**src/rtl/sigmoid_lut_pkg.sv**
```systemverilog
// Shared types and constants for the sigmoid LUT scheduler: FSM states,
// Q4.4 field layout and saturation bounds.
package sigmoid_lut_pkg;

  typedef enum logic [1:0] {
    IDLE   = 2'd0,
    LOOKUP = 2'd1,
    INTERP = 2'd2,
    RESP   = 2'd3
  } state_t;

  localparam int LUT_AW = 4;
  localparam int FRAC_W = 4;

  // Q4.4 split: address is the top LUT_AW bits, fraction the low FRAC_W bits
  localparam int Q_ADDR_LSB = FRAC_W;
  localparam int Q_W        = LUT_AW + FRAC_W;

  function automatic int sat_hi(input int w);
    return (1 << (w - 1)) - 1;
  endfunction

  function automatic int sat_lo(input int w);
    return -(1 << (w - 1));
  endfunction

endpackage

```
**src/rtl/sigmoid_lut_sched_rr_arbiter.sv**
```systemverilog
// Combinational round-robin arbiter: first asserted request at or above ptr,
// wrapping; the pointer register lives in the parent.
module rr_arbiter #(
  parameter int N_REQ = 4,
  parameter int IW    = $clog2(N_REQ)
) (
  input  logic [N_REQ-1:0] req,
  input  logic [IW-1:0]    ptr,
  input  logic             en,
  output logic [N_REQ-1:0] gnt,
  output logic [IW-1:0]    gnt_idx,
  output logic             gnt_vld
);

  always_comb begin : search
    int j;
    j       = 0;
    gnt     = '0;
    gnt_idx = '0;
    gnt_vld = 1'b0;
    if (en) begin
      for (int k = 0; k < N_REQ; k++) begin
        j = int'(ptr) + k;
        if (j >= N_REQ) j = j - N_REQ;
        if (!gnt_vld && req[j]) begin
          gnt_vld = 1'b1;
          gnt[j]  = 1'b1;
          gnt_idx = IW'(j);
        end
      end
    end
  end

endmodule

```
**src/rtl/sigmoid_lut_sched.sv**
```systemverilog
// Round-robin scheduler sharing one sigmoid LUT among N_REQ requesters.
// Define SIGMOID_LUT_INTERP_EN to interpolate between adjacent entries.
module sigmoid_lut_sched
  import sigmoid_lut_pkg::*;
#(
  parameter int N_REQ = 4,
  parameter int X_W   = 8,
  parameter int D_W   = 8
) (
  input  logic                     clk,
  input  logic                     rst,
  input  logic [N_REQ-1:0]         req_valid,
  input  logic [N_REQ*X_W-1:0]     req_x,
  output logic [N_REQ-1:0]         req_ready,
  output logic [LUT_AW-1:0]        lut_address,
  input  logic [D_W-1:0]           lut_base,
  input  logic [D_W-1:0]           lut_next_data,
  output logic                     rsp_valid,
  output logic [$clog2(N_REQ)-1:0] rsp_id,
  output logic [D_W-1:0]           rsp_data,
  input  logic                     rsp_ready,
  output logic                     busy
);

  localparam int IW = $clog2(N_REQ);

  state_t         state_q, state_n;
  logic [IW-1:0]  ptr_q, id_q, gnt_idx, ptr_inc;
  logic [N_REQ-1:0] gnt;
  logic           gnt_vld, arb_en;
  logic [X_W-1:0] x_q, x_sel;

  assign arb_en = (state_q == IDLE);

  rr_arbiter #(.N_REQ(N_REQ), .IW(IW)) u_arb (
    .req     (req_valid),
    .ptr     (ptr_q),
    .en      (arb_en),
    .gnt     (gnt),
    .gnt_idx (gnt_idx),
    .gnt_vld (gnt_vld)
  );

  assign req_ready   = gnt;
  assign x_sel       = req_x[gnt_idx*X_W +: X_W];
  assign ptr_inc     = (gnt_idx == IW'(N_REQ - 1)) ? '0 : gnt_idx + 1'b1;
  assign lut_address = (state_q == IDLE) ? '0 : x_q[X_W-1 -: LUT_AW];
  assign busy        = (state_q != IDLE);

`ifdef SIGMOID_LUT_INTERP_EN
  localparam logic signed [D_W+2:0] Y_HI = (D_W+3)'(sat_hi(D_W));
  localparam logic signed [D_W+2:0] Y_LO = (D_W+3)'(sat_lo(D_W));

  logic [D_W-1:0]             base_q, next_q;
  logic [FRAC_W-1:0]          frac_q;
  logic signed [D_W:0]        diff;
  logic signed [D_W+FRAC_W+1:0] prod;
  logic signed [D_W+2:0]      y_ext;
  logic [D_W-1:0]             y_sat;

  // Dropping the low FRAC_W bits of prod is an arithmetic shift, i.e. floor.
  always_comb begin
    diff  = {next_q[D_W-1], next_q} - {base_q[D_W-1], base_q};
    prod  = diff * $signed({1'b0, frac_q});
    y_ext = {{3{base_q[D_W-1]}}, base_q}
          + {prod[D_W+FRAC_W+1], prod[D_W+FRAC_W+1:FRAC_W]};
    y_sat = y_ext[D_W-1:0];
    if (y_ext > Y_HI)      y_sat = Y_HI[D_W-1:0];
    else if (y_ext < Y_LO) y_sat = Y_LO[D_W-1:0];
  end
`else
  logic unused_ok;
  assign unused_ok = ^{lut_next_data, x_q[FRAC_W-1:0]};
`endif

  always_ff @(posedge clk) begin
    if (rst) state_q <= IDLE;
    else     state_q <= state_n;
  end

  always_comb begin
    state_n = state_q;
    case (state_q)
      IDLE:   if (gnt_vld) state_n = LOOKUP;
`ifdef SIGMOID_LUT_INTERP_EN
      LOOKUP: state_n = INTERP;
      INTERP: state_n = RESP;
`else
      LOOKUP: state_n = RESP;
`endif
      RESP:   if (rsp_valid && rsp_ready) state_n = IDLE;
      default: state_n = IDLE;
    endcase
  end

  always_ff @(posedge clk) begin
    if (rst) begin
      ptr_q     <= '0;
      id_q      <= '0;
      x_q       <= '0;
      rsp_valid <= 1'b0;
      rsp_id    <= '0;
      rsp_data  <= '0;
`ifdef SIGMOID_LUT_INTERP_EN
      base_q    <= '0;
      next_q    <= '0;
      frac_q    <= '0;
`endif
    end else begin
      case (state_q)
        IDLE: if (gnt_vld) begin
          x_q   <= x_sel;
          id_q  <= gnt_idx;
          ptr_q <= ptr_inc;
        end
        LOOKUP: begin
`ifdef SIGMOID_LUT_INTERP_EN
          base_q <= lut_base;
          next_q <= lut_next_data;
          frac_q <= x_q[FRAC_W-1:0];
`else
          rsp_data  <= lut_base;
          rsp_id    <= id_q;
          rsp_valid <= 1'b1;
`endif
        end
`ifdef SIGMOID_LUT_INTERP_EN
        INTERP: begin
          rsp_data  <= y_sat;
          rsp_id    <= id_q;
          rsp_valid <= 1'b1;
        end
`endif
        RESP: if (rsp_ready) rsp_valid <= 1'b0;
        default: ;
      endcase
    end
  end

endmodule

```
**config.mk**
```make
export PLATFORM = sky130hd
export DESIGN_NAME = sigmoid_lut_sched
export DESIGN_NICKNAME = d
export VERILOG_FILES = /design/src/rtl/sigmoid_lut_pkg.sv /design/src/rtl/sigmoid_lut_sched_rr_arbiter.sv /design/src/rtl/sigmoid_lut_sched.sv
export SDC_FILE = /design/constraint.sdc
export NUM_CORES = 1
export LEC_CHECK = 0
export CORE_ASPECT_RATIO = 0.9
export CORE_UTILIZATION = 44
export CTS_BUF_LIST = sky130_fd_sc_hd__clkbuf_4 sky130_fd_sc_hd__clkbuf_8
export CTS_CLUSTER_DIAMETER = 120
export DETAILED_ROUTE_END_ITERATION = 12
export GPL_TIMING_DRIVEN = 0
export PLACE_DENSITY_LB_ADDON = 0.12
export RECOVER_POWER = 25
export SYNTH_ARGS = -nofsm -noshare
export SYNTH_HDL_FRONTEND = slang
export SYNTH_SLANG_ARGS = --single-unit
export TNS_END_PERCENT = 20
```
**constraint.sdc**
```tcl
create_clock -name clk -period 7.4 [get_ports clk]
set_input_delay 1.11 -clock clk [delete_from_list [all_inputs] [get_ports clk]]
set_output_delay 1.11 -clock clk [all_outputs]
set_load 0.05 [all_outputs]
```
== After elaboration in Yosys (flattened, before gate mapping) ==
Index checks and enable logic that the tools add are counted.

* Add/subtract/negate cells: 8
* Order comparisons: 12
* Eq/ne operators: 6
* Shift-type cells: 1
* Multiplexer cells: 56
* Bitwise gates (word level): 3
* Reduce and logical (&&, ||, !) cells: 17

{| class="wikitable"
|+ Operator list
! operator !! count
|-
| 2-to-1 mux 32 bit || 8
|-
| greater-or-equal comparator 32 x 1 -> 1 bit (second input constant) || 4
|-
| less-than comparator 32 x 4 -> 1 bit (second input constant) || 4
|-
| greater-or-equal comparator 32 x 4 -> 1 bit (second input constant) || 3
|-
| subtractor 32 x 4 -> 32 bit (second input constant) || 3
|-
| 2-to-1 mux 4 bit || 9
|-
| variable part select 32 x 6 -> 8 bit || 1
|-
| 2-to-1 mux 1 bit || 21
|-
| 2-to-1 mux 2 bit || 8
|-
| OR 4 bit || 3
|-
| binary-select mux 1 bit (select 2 bit) || 4
|-
| demux 1 bit (select 2 bit) || 4
|-
| logical AND 1 bit || 8
|-
| adder 2 x 2 -> 3 bit (second input constant) || 2
|-
| != test 2 bit (second input constant) || 3
|-
| case mux 2 bit (3 select lines) || 1
|-
| AND reduction 2 bit || 3
|-
| == test 2 bit (second input constant) || 2
|-
| nonzero test 2 bit || 2
|-
| subtractor 2 x 3 -> 4 bit (second input constant) || 1
|-
| adder 2 x 1 -> 3 bit (second input constant) || 1
|-
| greater-or-equal comparator 2 x 3 -> 1 bit (second input constant) || 1
|-
| logical NOT 1 bit || 3
|-
| adder 2 x 1 -> 2 bit (second input constant) || 1
|-
| 3 further kinds || 3
|}

* Flip-flop bits (word level): 25
* Input bits: 55

== Depth between registers and ports, before layout ==
* Depth after elaboration: 22
* Mapped depth: 13

== Hierarchy ==
From an unflattened synthesis, not the netlist that was laid out.

* Cells, all modules: 152
* Area, all modules: 1325.0 um^2

{| class="wikitable"
|+ Modules (own cells, without submodules)
! module !! instances !! cells an instance !! area each (um^2)
|-
| sigmoid_lut_sched || 1 || 103 || 885.8
|-
| rr_arbiter || 1 || 49 || 439.2
|}

== Least setup slack after synthesis ==
No wires, ideal clock.

* Kind: flip-flop to output port
* Start: register ptr_q[0]
* End: output port req_ready[0]
* Arrival time: 3.086 ns
* Setup slack: 3.204 ns
* Stages on the path, launching flop included: 10
* Path buffers: 2
* Cells stage by stage: dfxtp_1 > buf_6 > clkbuf_1 > inv_1 > ha_1 > mux4_2 > nor3_1 > and2_1 > a221oi_1 > nor2_1

* Longest elaborated chain between the ends: 20
* Elaborated cells between the ends (all ways): 74

{| class="wikitable"
|+ Ends and longest elaborated chain
! item !! RTL line !! source
|-
| start, declared || sigmoid_lut_sched.sv:28 || <nowiki>logic [IW-1:0] ptr_q, id_q, gnt_idx, ptr_inc;</nowiki>
|-
| start signal, assigned || sigmoid_lut_sched.sv:114 || <nowiki>ptr_q <= ptr_inc;</nowiki>
|-
| parallel branches: the longest is 18 deep, another holds subtractor 32 x 4 -> 32 bit || n/a ||
|-
| 2-to-1 mux 4 bit * || sigmoid_lut_sched_rr_arbiter.sv:25 || <nowiki>if (!gnt_vld && req[j]) begin</nowiki>
|-
| 2-to-1 mux 4 bit * || sigmoid_lut_sched_rr_arbiter.sv:21 || <nowiki>if (en) begin</nowiki>
|-
| end, declared || sigmoid_lut_sched.sv:14 || <nowiki>output logic [N_REQ-1:0] req_ready,</nowiki>
|}

Mark *: on every way between the ends. The select of a mux whose other input is x is not followed.

== Final worst setup path ==
Ends and elaborated chain as after synthesis.

==> reports/qor.csv <==
stage,metric,value,unit
outcome,status,"complete, no violations",
clock_network,post-cts hold buffer count,0,
clock_network,CTS resizes,0,
global_routing,met1 Track Usage GR,0.308,
sta,Pins Over Slew Limit,0,
place,"worst slack, placed",2.45,ns
cells_and_area,diode count,0,
run,maxcap violations,0,
synth,Post-synth EDFFs,0,
drt,DRC errors left,0,
power_and_ir_drop,Pleak,0.734,nW
cells_and_area,Non-Filler Instances,270,
global_routing,vias in the first global route,1414,
synth,cell with the most instances after synthesis,nand2_1,
die,Ports,75,
cells_and_area,Final Net Count,289,
setup_path,"Arr. time, crit path",4.03,ns
power_and_ir_drop,sw frac,0.453,
clock_network,htree depth,1,
synth,sequential share of the synthesized area,0.296,
synth,Netlist cell types,41,
setup_path,Crit Path Class,flip-flop to primary output,
power_and_ir_drop,Seq pwr share,0.286,
power_and_ir_drop,Psw,226,uW
global_routing,initial antenna violation count,0,
die,Die W,61.9,um
place,number of port buffers,50,
die,Die Span Y,55.9,um
drt,drt initial violations,114,
global_routing,first-pass GRT wire length,6.04,mm
clock_network,total CTS buffers,3,
sta,endpoints failing hold,0,
sta,slew margin rel.,0.544,
synth,YS warnings,0,
place,Placed Cells incl. Taps,266,
synth,post-synthesis async set-or-reset flop share,0,
cells_and_area,Layout fillers,252,
die,Initial Util,0.463,
die,Die Area,3460,um^2
clock_network,clock sinks,21,
place,DP HPWL,2.83,mm
die,num rows,19,
power_and_ir_drop,Clock power frac,0.117,
synth,synthesis-stage register bit count,21,
synth,Yosys top cell by area,dfxtp_1,
clock_network,Setup Buffers After CTS,0,
power_and_ir_drop,Design Power,499,uW
sta,Setup-failing EPs final,0,
power_and_ir_drop,P_int,273,uW
clock_network,clk buf depth,2,
power_and_ir_drop,Logic pwr share,0.597,
sta,Slew @ Worst Pin,0.682,ns
synth,prevailing post-synth register cell,dfxtp_1,
global_routing,largest net degree at the start of global routing,12,
sta,Max Freq,195,MHz
clock_network,clock-pin slew on the worst setup and hold paths,0.11,ns
drt,DR vias/cell,5.54,
synth,Post-Syn Area per Cell,8.15,um^2
drt,wire per inst,13.6,um
global_routing,met3 Use GR,0.0488,
sta,setup TNS,0,ns
setup_path,crit end category,primary output,
synth,mapped cell area,1420,um^2
clock_network,CTS root buf,clkbuf_4,
drt,DR pass1 iterations,4,
synth,syn nets,234,
sta,Final min period,5.14,ns
synth,Syn Inst Count,174,
setup_path,startpoint types,flip-flop,
power_and_ir_drop,Pwr per Cell Area,249,nW/um^2
cells_and_area,Layout Area Growth over Synthesis,41.1,%
drt,Final ANT Viol Nets,0,
min_path,Hold Crit Class,flip-flop to flip-flop,
sta,Tcrit/Tclk final,0.694,
synth,top post-synthesis cells by count,"nand2_1, dfxtp_1, a21oi_1, nor2_1",
sta,skew final,0.00223,ns
clock_network,CTS tree,built,
synth,"top cells by area, synth","dfxtp_1, nand2_1, mux4_2",
die,Core Area,3070,um^2
global_routing,total global-route track usage,0.233,
setup_path,CP Max Fanout,10,
global_routing,met2 GRT Util,0.375,
global_routing,total global routing overflow,0,
power_and_ir_drop,VDD IR max,0.000127,V
place,Final GP Congestion,0.822,
sta,final hold slack,0.464,ns
drt,via count,1495,
global_routing,layer with the highest usage,met2,
synth,area share of the leading cell type in the synthesized netlist,0.296,
cells_and_area,share of layout cells above drive strength 1,0.0833,
setup_path,Worst EP required,6.29,ns
sta,Setup WS post-layout,2.26,ns
drt,Total Routed Length,3.68,mm
clock_network,"Clk Latency, worst-skew pair",0.30,ns
sta,RSZ-0062 raised after global routing,no,
[registers in the layout, summed over array words and instances (netlist names)]
signal     flops
id_q           2
state_q        2
rsp_valid      1
rsp_id         2
x_q            4
ptr_q          2
rsp_data       8
[area by class of cell]
| cell class | instances | area [um^2] | area share |
|---|---|---|---|
| Sequential cell | 21 | 420 | 0.210 |
| Clock buffer | 4 | 30.0 | 0.0150 |
| Timing Repair Buffer | 50 | 500 | 0.250 |
| Inverter | 6 | 22.5 | 0.0113 |
| Buffer | 11 | 58.8 | 0.0294 |
| Tap cell | 42 | 52.6 | 0.0263 |
| Multi-Input combinational cell | 136 | 917 | 0.458 |
[final timing paths]
check        slack (ns)  cells past startpoint                startpoint                       end
max                2.26                     10     ptr_q[0]$_SDFFE_PP0P_              req_ready[0]
min                0.46                      2  rsp_data[6]$_SDFFE_PP0P_  rsp_data[6]$_SDFFE_PP0P_
max reg2reg        3.77                     12     ptr_q[0]$_SDFFE_PP0P_     ptr_q[0]$_SDFFE_PP0P_
min reg2reg        0.46                      2  rsp_data[6]$_SDFFE_PP0P_  rsp_data[6]$_SDFFE_PP0P_
[cell families (layout without fill, tap and decap cells)]
group	after synthesis	count (layout)	synth area share
multiplexers	11	11	0.114
AND/OR/NAND/NOR	71	71	0.237
adder cells (fa/ha/maj)	5	5	0.0441
AO/OA/AOI/OAI	49	49	0.251
flip-flops	21	21	0.296
buffers and inverters	17	71	0.0573
[critical path: stages (launching register included)]
cell and delay (ns):
dfxtp_1 0.39, buf_6 0.15, clkbuf_1 0.40, inv_1 0.21
ha_1 0.46, mux4_2 0.58, nor3_1 0.27, and2_1 0.23
a221oi_1 0.09, nor2_1 0.12, clkdlybuf4s50_1 0.82
[stage by stage]
step	area, um^2	util
6_report	2000	0.653
5_1_grt	2000	0.653
4_1_cts	2000	0.653
3_5_place_dp	1970	0.643
3_3_place_gp	1970	0.643
2_1_floorplan	1420	-
[layer usage]
metal	part of all wire	wire (um)
met5	0	0
met2	0.50	1840
met3	0.063	231
met4	0.0082	30
met1	0.43	1580
[power groups by stage]
stage          combinational, mW  sequential (mW)  clock (mW)
2_1_floorplan              0.191            0.166           0
5_1_grt                    0.322            0.145      0.0665
3_5_place_dp               0.297            0.145           0
6_report                   0.298            0.143      0.0583
4_1_cts                    0.297            0.143      0.0609
3_3_place_gp               0.288            0.144           0
[cell usage in the layout, fill, tap and decap left out, drive strengths merged, types with 5 or more instances in the layout]
cell type	synthesis	final
a21oi	16	16
and2	5	5
clkbuf	6	11
clkdlybuf4s50	0	49
dfxtp	21	21
ha	5	5
inv	6	6
mux2i	6	6
nand2	31	31
nand3	6	6
nor2	16	16
Power figures use the tool's default switching activity.
